**config.mk**
```make
export PLATFORM = sky130hd
export DESIGN_NAME = passcode_engine
export DESIGN_NICKNAME = d
export VERILOG_FILES = /design/src/rtl/lock_pkg.sv /design/src/rtl/lockout_timer.sv /design/src/rtl/passcode_engine.sv
export SDC_FILE = /design/constraint.sdc
export NUM_CORES = 1
export LEC_CHECK = 0
export CAP_MARGIN = 20
export CELL_PAD_IN_SITES_DETAIL_PLACEMENT = 1
export CELL_PAD_IN_SITES_GLOBAL_PLACEMENT = 1
export CORE_ASPECT_RATIO = 0.75
export CORE_MARGIN = 2
export CORE_UTILIZATION = 44
export DETAILED_ROUTE_END_ITERATION = 8
export GPL_TIMING_DRIVEN = 1
export PLACE_DENSITY_LB_ADDON = 0.1
export SYNTH_ARGS = -nofsm -noshare
export SYNTH_HDL_FRONTEND = slang
export SYNTH_HIERARCHICAL = 1
export SYNTH_SLANG_ARGS = --single-unit
```
**constraint.sdc**
```tcl
create_clock -name clk -period 2.14 [get_ports clk]
set_input_delay 0.642 -clock clk [delete_from_list [all_inputs] [get_ports clk]]
set_output_delay 0.642 -clock clk [all_outputs]
set_load 0.01 [all_outputs]
```
**src/rtl/lock_pkg.sv**
```systemverilog
// lock_pkg: shared state type, counter-width helper and default constants for the passcode engine
package lock_pkg;
   typedef enum logic [2:0] {IDLE, ENROLL, CHECK, RESULT, LOCKOUT} state_t;
   localparam int DEF_DIGIT_W        = 2;
   localparam int DEF_MAX_LEN        = 4;
   localparam int DEF_MAX_TRIES      = 3;
   localparam int DEF_LOCKOUT_CYCLES = 16;
   function automatic int cnt_w(input int n);
      return $clog2(n + 1);
   endfunction
endpackage

```
**src/rtl/lockout_timer.sv**
```systemverilog
// lockout_timer: loadable down-counter, done is high during the final lockout cycle
module lockout_timer
   import lock_pkg::*;
#(
   parameter int LOCKOUT_CYCLES = DEF_LOCKOUT_CYCLES
) (
   input  logic clk,
   input  logic system_reset,
   input  logic start,
   output logic done
);
   localparam int CW = cnt_w(LOCKOUT_CYCLES);
   logic [CW-1:0] count;
   always_ff @(posedge clk) begin
      if (system_reset) count <= '0;
      else count <= start ? CW'(LOCKOUT_CYCLES) : count != '0 ? count - CW'(1) : '0;
   end
   assign done = count == CW'(1);
endmodule

```
**src/rtl/passcode_engine.sv**
```systemverilog
// passcode_engine: keypad code enrollment, constant-time compare and failed-try lockout
module passcode_engine
   import lock_pkg::*;
#(
   parameter int DIGIT_W        = DEF_DIGIT_W,
   parameter int MAX_LEN        = DEF_MAX_LEN,
   parameter int MAX_TRIES      = DEF_MAX_TRIES,
   parameter int LOCKOUT_CYCLES = DEF_LOCKOUT_CYCLES
) (
   input  logic                        clk,
   input  logic                        system_reset,
   input  logic                        enroll_start,
   input  logic                        enroll_done,
   input  logic                        digit_valid,
   input  logic [DIGIT_W-1:0]          digit,
   input  logic                        entry_clear,
   input  logic                        compare_req,
   output logic                        correct_password,
   output logic                        incorrect_password,
   output logic                        locked,
   output logic                        busy,
   output logic                        entry_overflow,
   output logic [cnt_w(MAX_LEN)-1:0]   pw_length,
   output logic [cnt_w(MAX_LEN)-1:0]   in_count,
   output logic [cnt_w(MAX_TRIES)-1:0] tries_left
);
   localparam int LW = cnt_w(MAX_LEN);
   localparam int TW = cnt_w(MAX_TRIES);
   state_t state;
   logic [DIGIT_W-1:0] sys_code [MAX_LEN];
   logic [DIGIT_W-1:0] entry [MAX_LEN];
   logic [LW-1:0] idx;
   logic mismatch, diff, last, match, ready, lock_start, lock_done;
   logic take_enroll, take_cmp, take_clear, take_digit;
   always_comb begin
      ready       = state == IDLE || state == RESULT;
      take_enroll = ready && enroll_start;
      take_cmp    = ready && !enroll_start && compare_req;
      take_clear  = ready && !enroll_start && !compare_req && entry_clear;
      take_digit  = ready && !enroll_start && !compare_req && !entry_clear && digit_valid;
      diff = 1'b0;
      for (int i = 0; i < MAX_LEN; i++)
         diff = diff | (idx == LW'(i) && LW'(i) < pw_length && sys_code[i] != entry[i]);
      last       = idx == LW'(MAX_LEN - 1);
      match      = !(mismatch || diff) && in_count == pw_length && pw_length != '0 && !entry_overflow;
      lock_start = state == CHECK && last && !match && tries_left <= TW'(1);
   end
   always_ff @(posedge clk) begin
      if (system_reset) begin
         state              <= IDLE;
         idx                <= '0;
         mismatch           <= 1'b0;
         pw_length          <= '0;
         in_count           <= '0;
         entry_overflow     <= 1'b0;
         correct_password   <= 1'b0;
         incorrect_password <= 1'b0;
         locked             <= 1'b0;
         tries_left         <= TW'(MAX_TRIES);
         for (int i = 0; i < MAX_LEN; i++) begin
            sys_code[i] <= '0;
            entry[i]    <= '0;
         end
      end else begin
         if (take_enroll || take_cmp || take_clear || take_digit) begin
            correct_password   <= 1'b0;
            incorrect_password <= 1'b0;
         end
         case (state)
            IDLE, RESULT: begin
               if (take_enroll) begin
                  state     <= ENROLL;
                  pw_length <= '0;
                  in_count  <= '0;
                  for (int i = 0; i < MAX_LEN; i++) sys_code[i] <= '0;
               end
               if (take_cmp) begin
                  state    <= CHECK;
                  idx      <= '0;
                  mismatch <= 1'b0;
               end
               if (take_clear) begin
                  in_count       <= '0;
                  entry_overflow <= 1'b0;
               end
               if (take_digit) begin
                  if (in_count == LW'(MAX_LEN)) entry_overflow <= 1'b1;
                  else begin
                     for (int i = 0; i < MAX_LEN; i++) if (in_count == LW'(i)) entry[i] <= digit;
                     in_count <= in_count + LW'(1);
                  end
               end
            end
            ENROLL: begin
               if (digit_valid && pw_length != LW'(MAX_LEN)) begin
                  for (int i = 0; i < MAX_LEN; i++) if (pw_length == LW'(i)) sys_code[i] <= digit;
                  pw_length <= pw_length + LW'(1);
               end
               if (enroll_done) state <= IDLE;
            end
            CHECK: begin
               // every index is visited regardless of data so the compare time never leaks the match position
               idx      <= last ? idx : idx + LW'(1);
               mismatch <= mismatch || diff;
               if (last) begin
                  state              <= lock_start ? LOCKOUT : RESULT;
                  correct_password   <= match;
                  incorrect_password <= !match;
                  locked             <= lock_start;
                  tries_left         <= match ? TW'(MAX_TRIES) : tries_left != '0 ? tries_left - TW'(1) : '0;
                  in_count           <= '0;
                  entry_overflow     <= 1'b0;
               end
            end
            LOCKOUT: begin
               if (lock_done) begin
                  state              <= IDLE;
                  locked             <= 1'b0;
                  tries_left         <= TW'(MAX_TRIES);
                  correct_password   <= 1'b0;
                  incorrect_password <= 1'b0;
               end
            end
            default: state <= IDLE;
         endcase
      end
   end
   assign busy = state == CHECK || state == LOCKOUT;
   lockout_timer #(.LOCKOUT_CYCLES(LOCKOUT_CYCLES)) u_timer (
      .clk          (clk),
      .system_reset (system_reset),
      .start        (lock_start),
      .done         (lock_done)
   );
endmodule

```
==> impl_summary.md, run 1 <==
Routing
In the routed design, unresolved DRC markers number 0. The post-route antenna net violation count is 0. The average routed wire per standard cell is 17.3 um.

For this block, the routed nets add up to 6830 um of wire. The first-iteration detailed-routing DRC count is 81. For this block, the via count after detailed routing is 2131. In the routed layout, each cell is associated on average with a via count of 5.38. Before antenna repair, the detailed router went through 5 iterations.

CTS
The tree built by TritonCTS fans out to 40 sinks. The clock passes through at most 2 buffers. The total of hold buffers inserted after clock tree synthesis is 0. Clock latency on the worst-skew pair, taken at its later pin, is 290 ps.

In this run the number of H-tree levels came out at 2. The cell sitting at the root of the clock tree is a sky130_fd_sc_hd__clkbuf_8. The total clock buffers created by CTS is 5.

After clock tree synthesis, the clock-pin slew on the worst setup and hold paths is 80 ps. TritonCTS built the clock tree.

Global routing
The number of global-route vias before repair was 2230. The initial antenna violation count is 0. Entering global routing, the biggest net connects 18 pins. The first global-routing pass estimated 11200 um of wire. For this run, the total global-route usage over all layers was measured as 22.5%. Summed over all layers, the global routing overflow is 0.

STA
The max-slew violation count was 0. After layout, the minimum clock period comes to 2050 ps. The share of the clock period used by the worst path is 95.6%.

The final-layout setup total negative slack is 0 ps. The final count of negative-setup-slack endpoints is 0. The worst path meets setup with 93.1 ps of slack. The hold violation count in the final report is 0. The worst pin sits at a relative slew slack of 72.3%. For the final database, setup skew stands at 3.43 ps. At the pin with the least slew margin, the transition time is 415 ps. The highest clock frequency the design can meet is 489 MHz.

Synth
In this run, synthesis inferred 14 flip-flops with an integrated enable. The post-synthesis instance area is 2480 um2. When the netlist entered floorplanning its net count stood at 292. The post-synthesis async set-or-reset flop share is 0%. The average footprint of a synthesized cell is 9.26 um2. The number of distinct standard cells referenced by the synthesized netlist is 64. The top flip-flop cell by instance count after synthesis is sky130_fd_sc_hd__dfxtp_1. Yosys printed 6 warnings.

Synthesis handed over a netlist of 268 instances. The total of flip-flops plus latches after synthesis is 40. Of the synthesized area, sequential elements account for 37.9%.

Critical path
The worst setup path is captured at a register. The largest fanout on the critical path is 5. The startpoint kind of the worst setup timing path is a register. At the worst endpoint, the arrival time is 2260 ps. Data on the critical path is required at its endpoint by 2360 ps. The kind of critical path is reg2reg.

Die
For this design the top-level I/O count stands at 22. The standard cell core area is 5380 um2. The initialized floorplan defines 23 standard-cell rows. The initial utilization of the core area, before any placement, comes to 46.1%. The x dimension of the die is 90.7 um. The floorplan step defined a die boundary enclosing 6260 um2.

The vertical die dimension is 69.0 um.

Finish
The net count of the finished layout is 344. Compared with the post-synthesis result, the final layout area differs by 25.5%. The number of antenna diodes in the final layout is 0.

After filler insertion, the fill cell instance count of the layout stands at 649. The most frequent standard cell in the layout excluding fill and tap cells is sky130_fd_sc_hd__buf_4. In the layout the commonest cells are sky130_fd_sc_hd__buf_4 (34), sky130_fd_sc_hd__nor2_1 (30), sky130_fd_sc_hd__dfxtp_1 (23), sky130_fd_sc_hd__nand2_1 (22), sky130_fd_sc_hd__inv_1 (21). Cells fill 57.9% of the core in the end. In the final layout, the share of cells above drive strength 1 is 22.7%.

Placement
The wire-length estimate of the detail-placed layout is 5130 um. The count of buffers added on input and output ports is 21. The post-placement worst setup slack is -203 ps. Routability-driven placement finished with a final weighted congestion of 0.832.

Power and ir drop
The internal portion of the total power is 0.00153 W. The fraction of power consumed by combinational cells is 32.2%. For this design the total switching power over the nets is 0.000735 W. Of the total power, the share spent switching nets is 32.4%.

The clock network is responsible for 27.5% of the overall power. Registers are responsible for 40.3% of the overall power. The largest voltage drop on the vdd net is 406 uV. Dividing total power by cell area gives a power density of 728 nW/um2. Summed over all cells, the static leakage comes to 1.22 nW.

Job
The number of max-cap violations is 0.

Status
The flow ran to the end, and the final reports show no timing, DRC or antenna violations.

Worst hold path
The path category of the worst min-delay check is reg2reg.
==> final timing paths <==
| path | startpoint | end | slack [ps] | depth (start not counted) |
|---|---|---|---|---|
| setup / recovery | idx[0] | state[1] | 90 | 8 |
| hold / removal | correct_password | correct_password | 470 | 2 |
| hold reg to reg | correct_password | correct_password | 470 | 2 |
| setup reg to reg | idx[0] | state[1] | 90 | 8 |
==> power groups by stage <==
stage                     Clock (W)  Combinational, W  Sequential [W]
after detailed placement          0          0.000671        0.000931
after CTS                  0.000634          0.000680        0.000913
final                      0.000624          0.000729        0.000913
after global routing       0.000662          0.000803        0.000926
after global placement            0          0.000643        0.000927
after floorplan                   0          0.000448        0.000925
==> area by class of cell <==
class	instances	area [um2]	share of cell area [%]
multi-input combinational	196	1430	45.8
sequential	40	945	30.3
timing repair buffer	55	460	14.8
tap	75	93.8	3.01
inverter	22	82.6	2.65
clock buffer	6	72.6	2.33
clock inverter	2	35.0	1.12
==> synth_stat cells (3+ instances only) <==
master                     number  area (um2)
sky130_fd_sc_hd__edfxtp_1      14         420
sky130_fd_sc_hd__clkbuf_1       3        11.3
sky130_fd_sc_hd__nor2_1        31         116
sky130_fd_sc_hd__nand3b_1       3        22.5
sky130_fd_sc_hd__ha_1          15         188
sky130_fd_sc_hd__and2_1        12        75.1
sky130_fd_sc_hd__o21ai_1        3        15.0
sky130_fd_sc_hd__xnor2_1       13         114
sky130_fd_sc_hd__dfxtp_1       26         521
sky130_fd_sc_hd__nor3_1        10        50.1
sky130_fd_sc_hd__nand2b_1       5        31.3
sky130_fd_sc_hd__o21ai_0        3        15.0
sky130_fd_sc_hd__inv_1         21        78.8
sky130_fd_sc_hd__and4_1         3        26.3
sky130_fd_sc_hd__nand2_1       22        82.6
sky130_fd_sc_hd__buf_6          5        56.3
sky130_fd_sc_hd__a21oi_1       18        90.1
sky130_fd_sc_hd__nand3_1        3        15.0
==> cell families (layout without fill, tap and decap cells) <==
group | after synthesis | in the layout | synth area share (%)
AO/OA/AOI/OAI | 55 | 55 | 17.5
XOR/XNOR | 15 | 15 | 5.60
adder cells (fa/ha/maj) | 15 | 15 | 7.56
buffers and inverters | 32 | 85 | 6.45
flip-flops | 40 | 40 | 37.9
multiplexers | 2 | 2 | 0.857
AND/OR/NAND/NOR | 109 | 109 | 24.1
==> worst max-delay path, cell delays in order (launching register included) <==
cell	delay, ps
sky130_fd_sc_hd__dfxtp_2	350
sky130_fd_sc_hd__ha_1	200
sky130_fd_sc_hd__ha_1	210
sky130_fd_sc_hd__buf_4	170
sky130_fd_sc_hd__or4b_4	540
sky130_fd_sc_hd__o221ai_4	110
sky130_fd_sc_hd__a21o_2	150
sky130_fd_sc_hd__a21oi_1	70
sky130_fd_sc_hd__a311oi_2	170
==> through the flow <==
stage	cells	cell area (um2)	hold slack (ps)	power [W]
3_3_place_gp	385	2940	444	0.00157
4_1_cts	393	3050	465	0.00223
5_1_grt	396	3110	495	0.00239
2_1_floorplan	268	2480	430	0.00137
3_5_place_dp	385	2940	449	0.00160
6_report	396	3110	466	0.00227
==> metal layers <==
layer | GRT usage (%) | wire length (um)
met2 | 35.8 | 3140
met1 | 31.4 | 3370
met3 | 3.93 | 232
met4 | 6.67 | 81
met5 | 0 | 0
==> registers in the layout, summed over array words and instances (netlist names) <==
name,count
correct_password,1
entry,8
entry_overflow,1
idx,3
in_count,3
incorrect_password,1
locked,1
mismatch,1
pw_length,3
state,3
sys_code,8
tries_left,2
u_timer/count,5
==> repair_timing <==
item / 4_1_cts / 5_1_grt
endpoints found under the hold margin: 0 / 0
pin swaps: 1 / 2
setup buffers: 0 / 3
gates resized for setup: 2 / 12
endpoints found under the setup margin: 3 / 13
No activity file was read; power rests on OpenSTA's default activity.
==> inputs of run 2 (changes only) <==
- CTS_CLUSTER_SIZE: default -> 28
==> results of run 2 <==
Final layout, timing and power as in run 1 (identical DEF).
